[src/rtl/muldiv_seq.sv]
// Iterative HI/LO multiply/divide sequencer sharing an external 32-bit add/sub ALU.
// Latency: 32 cycles when start is accepted until commit, or 36 for signed ops (only built with MULDIV_SIGNED_EN).
// No backpressure: busy stalls HI/LO consumers, and start and mthi/mtlo are ignored while busy.
module muldiv_seq #(
  parameter int ITER = 32
) (
  input  logic        clk,
  input  logic        reset_n,
  input  logic        start,
  input  logic [1:0]  op,
  input  logic [31:0] rs,
  input  logic [31:0] rt,
  input  logic        hi_we,
  input  logic        lo_we,
  input  logic [31:0] mt_data,
  output logic        busy,
  output logic        done,
  output logic [31:0] hi,
  output logic [31:0] lo,
  output logic [31:0] alu_a,
  output logic [31:0] alu_b,
  output logic [2:0]  alu_op,
  input  logic [31:0] alu_result
);

  localparam logic [2:0] ALU_ADD = 3'b000;
  localparam logic [2:0] ALU_SUB = 3'b001;

`ifdef MULDIV_SIGNED_EN
  typedef enum logic [2:0] {IDLE, ABS_A, ABS_B, RUN, FIX_LO, FIX_HI} state_t;
  logic is_signed, neg_q, neg_r, lo_zero;
`else
  typedef enum logic [2:0] {IDLE, RUN} state_t;
  logic unused_op0;
  assign unused_op0 = op[0];
`endif

  state_t      state;
  logic        is_div;
  logic [31:0] acc, q, m;
  logic [5:0]  cnt;

  // Divide step: t = {acc, q[31]}, and its 33rd bit is acc[31].
  logic [31:0] t_lo;
  logic        ge, carry, last;
  logic [31:0] run_acc, run_q;

  assign t_lo  = {acc[30:0], q[31]};
  assign ge    = acc[31] | (t_lo >= m);
  assign carry = (alu_result < acc);
  assign last  = (cnt == 6'(ITER - 1));

  always_comb begin
    if (is_div) begin
      run_acc = ge ? alu_result : t_lo;
      run_q   = {q[30:0], ge};
    end else begin
      run_acc = {carry, alu_result[31:1]};
      run_q   = {alu_result[0], q[31:1]};
    end
  end

  always_comb begin
    alu_a  = '0;
    alu_b  = '0;
    alu_op = ALU_ADD;
    case (state)
      RUN: begin
        if (is_div) begin
          alu_a  = t_lo;
          alu_b  = m;
          alu_op = ALU_SUB;
        end else begin
          alu_a = acc;
          alu_b = q[0] ? m : 32'd0;
        end
      end
`ifdef MULDIV_SIGNED_EN
      ABS_A: begin
        alu_b  = q;
        alu_op = ALU_SUB;
      end
      ABS_B: begin
        alu_b  = m;
        alu_op = ALU_SUB;
      end
      FIX_LO: begin
        if (neg_q) begin
          alu_b  = q;
          alu_op = ALU_SUB;
        end else begin
          alu_a = q;
        end
      end
      FIX_HI: begin
        if (is_div && neg_r) begin
          alu_b  = acc;
          alu_op = ALU_SUB;
        end else if (!is_div && neg_q) begin
          // Two's-complement negation of the 64-bit product: carry into HI only when LO was zero.
          alu_a = ~acc;
          alu_b = {31'b0, lo_zero};
        end else begin
          alu_a = acc;
        end
      end
`endif
      default: ;
    endcase
  end

  always_ff @(posedge clk or negedge reset_n) begin
    if (!reset_n) begin
      state  <= IDLE;
      busy   <= 1'b0;
      done   <= 1'b0;
      hi     <= '0;
      lo     <= '0;
      is_div <= 1'b0;
      acc    <= '0;
      q      <= '0;
      m      <= '0;
      cnt    <= '0;
`ifdef MULDIV_SIGNED_EN
      is_signed <= 1'b0;
      neg_q     <= 1'b0;
      neg_r     <= 1'b0;
      lo_zero   <= 1'b0;
`endif
    end else begin
      done <= 1'b0;
      case (state)
        IDLE: begin
          if (start) begin
            busy   <= 1'b1;
            is_div <= op[1];
            q      <= op[1] ? rs : rt;
            m      <= op[1] ? rt : rs;
            acc    <= '0;
            cnt    <= '0;
`ifdef MULDIV_SIGNED_EN
            is_signed <= op[0];
            state     <= op[0] ? ABS_A : RUN;
`else
            state <= RUN;
`endif
          end else begin
            if (hi_we) hi <= mt_data;
            if (lo_we) lo <= mt_data;
          end
        end
        RUN: begin
          cnt <= cnt + 6'd1;
          acc <= run_acc;
          q   <= run_q;
          if (last) begin
`ifdef MULDIV_SIGNED_EN
            if (is_signed) begin
              state <= FIX_LO;
            end else begin
              hi    <= run_acc;
              lo    <= run_q;
              busy  <= 1'b0;
              done  <= 1'b1;
              state <= IDLE;
            end
`else
            hi    <= run_acc;
            lo    <= run_q;
            busy  <= 1'b0;
            done  <= 1'b1;
            state <= IDLE;
`endif
          end
        end
`ifdef MULDIV_SIGNED_EN
        ABS_A: begin
          if (q[31]) q <= alu_result;
          neg_q <= q[31] ^ m[31];
          neg_r <= is_div & q[31];
          state <= ABS_B;
        end
        ABS_B: begin
          if (m[31]) m <= alu_result;
          state <= RUN;
        end
        FIX_LO: begin
          q       <= alu_result;
          lo_zero <= (q == 32'd0);
          state   <= FIX_HI;
        end
        FIX_HI: begin
          hi    <= alu_result;
          lo    <= q;
          busy  <= 1'b0;
          done  <= 1'b1;
          state <= IDLE;
        end
`endif
        default: state <= IDLE;
      endcase
    end
  end

endmodule

[config.mk]
export PLATFORM = sky130hd
export DESIGN_NAME = muldiv_seq
export DESIGN_NICKNAME = d
export VERILOG_FILES = /design/src/rtl/muldiv_seq.sv
export SDC_FILE = /design/constraint.sdc
export NUM_CORES = 1
export LEC_CHECK = 0
export CORE_MARGIN = 2
export CORE_UTILIZATION = 45
export DETAILED_ROUTE_END_ITERATION = 10
export PLACE_DENSITY_LB_ADDON = 0.12
export SKIP_LAST_GASP = 1
export SLEW_MARGIN = 30
export SYNTH_ARGS = -nofsm -noshare
export SYNTH_HDL_FRONTEND = slang
export SYNTH_SLANG_ARGS = --single-unit
[constraint.sdc]
create_clock -name clk -period 2.8 [get_ports clk]
set_clock_uncertainty 0.1 [all_clocks]
set_input_delay 0.28 -clock clk [delete_from_list [all_inputs] [get_ports clk]]
set_output_delay 0.28 -clock clk [all_outputs]
set_load 0.03 [all_outputs]
==> impl_metrics.env <==
export IMPL_setup_ws_ps=154
export IMPL_cp_arrival_ps=2890
export IMPL_crit_buf_inv=1
export IMPL_grt_usage_pct=27.6
export IMPL_synthFlopType="dfrtp_1"
export IMPL_ys_ff_latch=169
export IMPL_setup_viol=0
export IMPL_crit_path_start_kind="flop"
export IMPL_io_pins=268
export IMPL_fmax_ghz=0.378
export IMPL_finalHoldViolCount=0
export IMPL_synth_area_top_cells="dfrtp_1 37%, mux2i_1 8.7%, ha_1 7.1%"
export IMPL_synth_warnings=0
export IMPL_dp_cells=1834
export IMPL_final_cells=1867
export IMPL_drive_gt1_share_pct=13.4
export IMPL_io_buffers=264
export IMPL_power_mw=18.4
export IMPL_synth_distinct_cells=53
export IMPL_die_h_um=162
export IMPL_syn_area_per_cell_um2=8.77
export IMPL_die_area_um2=26400
export IMPL_regToRegSetupSlack_ps=150
export IMPL_netlist_area_um2=11300
export IMPL_cts_sinks=169
export IMPL_r2r_end="hi[0]"
export IMPL_utilization_pct=62.5
export IMPL_synthArstFlopShare_pct=100
export IMPL_worstPathMaxFanout=20
export IMPL_cts_buffer_depth=2
export IMPL_cp_end_kind="flop"
export IMPL_grt_antenna_before_repair=1
export IMPL_synth_top_area_share_pct=37.5
export IMPL_cts_max_level=4
export IMPL_cts_root_buf="clkbuf_16"
export IMPL_place_ws_ps=167
export IMPL_grt_max_degree=68
export IMPL_nNetsFinal=1730
export IMPL_finalMaxSlewViolations=0
export IMPL_clkTransAtPathRegs_ps=70
export IMPL_post_drt_wl_per_cell_um=19.7
export IMPL_dieWidth_um=162
export IMPL_crit_required_ps=3040
export IMPL_dp_hpwl_um=27700
export IMPL_fin_crit_sh_pct=94.5
export IMPL_synth_area_leader_cell="dfrtp_1"
export IMPL_drt_iter0_drc=717
export IMPL_critPathMaxStageDelay_ps=440
export IMPL_syn2layout_area_growth_pct=35.5
export IMPL_final_antenna_net_count=0
export IMPL_row_count=57
export IMPL_cp_cell_sequence="ha_1 -> a21oi_1 -> nand2_1 -> a221oi_2 -> o2111ai_4 -> buf_4 -> a211o_1 -> o211a_1 -> o31ai_2"
export IMPL_worstSetupPathType="flop to flop"
export IMPL_gp_congestion=0.873
export IMPL_synth_edf_count=0
export IMPL_syn_inst=1287
export IMPL_initial_utilization_pct=46.2
export IMPL_synth_seq_area_share_pct=37.5
export IMPL_crit_family="compound AO/OA/AOI/OAI gates"
export IMPL_drt_first_pass_iters=5
export IMPL_cts_tree="built"
export IMPL_status="finished, final reports clean"
export IMPL_finalSetupTns_ps=0
export IMPL_worstSkewPairLatency_ps=440
export IMPL_cts_made_buffers=17
export IMPL_n_antenna_cell=0
export IMPL_drc=0
export IMPL_hp_class="input port to asynchronous set/reset pin"
export IMPL_r2r_cells=9
export IMPL_grt_overflow=0
export IMPL_slowest_stage="dfrtp_1"
export IMPL_grt_pass1_vias=10300
export IMPL_finalWirelength_um=36700
export IMPL_cap_viol_max_count=0
export IMPL_core_um2=24500
export IMPL_viasPerCell=5.59
export IMPL_peakVddDrop_mv=0.954
export IMPL_p_leak_nw=7.17
export IMPL_routed_via_count=10400
export IMPL_power_density_nw_per_um2=1200
export IMPL_slew_headroom_pct=55.4
export IMPL_worstReg2RegStart="acc[21]"
export IMPL_tightest_slew_ps=670
export IMPL_rsz0062_at_grt="no"
export IMPL_grt_pass1_wl_um=56200
export IMPL_period_minus_slack_ps=2650
==> synth_stat cells (3+ instances only) <==
cell and instances:
mux2i_1 98, a21oi_1 103, nand3_1 6, o31ai_1 3
nand4_1 9, nor2_1 91, buf_2 7, clkbuf_1 70
dfrtp_1 169, a211o_1 30, nor2b_1 5, inv_1 95
a21o_1 39, and4_1 3, nand2b_1 23, nand2_1 145
o21ai_0 152, o211ai_1 18, o211a_1 30, ha_1 64
buf_6 7, buf_1 10, o31ai_2 30, mux2_2 16
nor3_1 31
==> metrics by stage <==
stage | hold slack (ps) | area (um^2)
5_1_grt | 355 | 15300
4_1_cts | 335 | 15300
2_1_floorplan | -116 | 11300
3_5_place_dp | 228 | 14700
6_report | 306 | 15300
3_3_place_gp | 236 | 14700
==> layer usage <==
metal	track usage, %	vias up	share of wire (%)
met2	48.1	341	50
met3	4.61	55	5.3
met1	34.7	5036	42
met4	9.94	0	3.3
li1	-	5007	-
met5	0	-	0
==> cells by family after synthesis <==
kind of cell	after synthesis	synth area share, %
AO/OA/AOI/OAI	425	25.7
multiplexers	114	10.3
AND/OR/NAND/NOR	320	12.3
flip-flops	169	37.5
buffers and inverters	192	6.99
adder cells (fa/ha/maj)	64	7.09
XOR/XNOR	2	0.155
other	1	0.0332
==> layout make-up <==
cell class	instances	area [um^2]
Sequential cell	169	4230
Timing Repair Buffer	320	3390
Clock inverter	14	164
Tap cell	324	405
Fill cell	2166	9170
Inverter	96	363
Clock buffer	17	425
Multi-Input combinational cell	927	6320
==> power by group <==
part / total, mW / leakage (nW) / internal [mW] / switching, mW
clock: 2.42 / 0.290 / 1.34 / 1.08
combinational: 11.5 / 4.83 / 5.04 / 6.44
sequential: 4.50 / 2.05 / 3.56 / 0.940
total: 18.4 / 7.17 / 9.93 / 8.46
==> sequential cells by signal, indices dropped and copies added (netlist names) <==
signal / flops
acc: 32
busy: 1
cnt: 6
done: 1
hi: 32
is_div: 1
lo: 32
m: 32
q: 32
==> cell usage in the layout, fill, tap and decap left out, drive strengths merged, types with 2 or more instances in the layout <==
master | netlist | final
conb | 1 | 2
dfrtp | 169 | 169
clkdlybuf4s50 | 0 | 216
buf | 26 | 103
a21oi | 106 | 106
o21a | 2 | 2
ha | 64 | 64
clkinv | 1 | 5
a31o | 2 | 2
and2 | 2 | 2
a211o | 30 | 30
o21ai | 154 | 154
o2111ai | 2 | 2
nor2b | 5 | 5
nand2b | 24 | 24
clkbuf | 70 | 17
o211ai | 19 | 19
nand3 | 6 | 6
inv | 95 | 102
nor3 | 32 | 32
a221oi | 2 | 2
bufinv | 0 | 2
o31ai | 33 | 33
nand2 | 145 | 145
mux2i | 98 | 98
a21o | 39 | 39
nand4 | 9 | 9
mux2 | 16 | 16
nor2 | 91 | 91
o211a | 30 | 30
and4 | 3 | 3
==> worst max path at each step <==
stage	startpoint	end	slack, ps	cells after the start
after global placement	m[17]	hi[0]	190	10
after CTS	busy	alu_b[12]	20	3
after global routing	acc[12]	hi[0]	10	9
after floorplan	acc[16]	hi[20]	400	9
final	acc[21]	hi[0]	150	9
after detailed placement	m[17]	acc[17]	170	10
==> timing repair <==
item                       4_1_cts  5_1_grt
gates resized for setup          2        1
hold buffers                     1        0
pin swaps                        0        0
setup endpoints to repair        2       13
setup buffers                    0        1
hold endpoints to repair        64        0
Power figures use the tool's default switching activity.
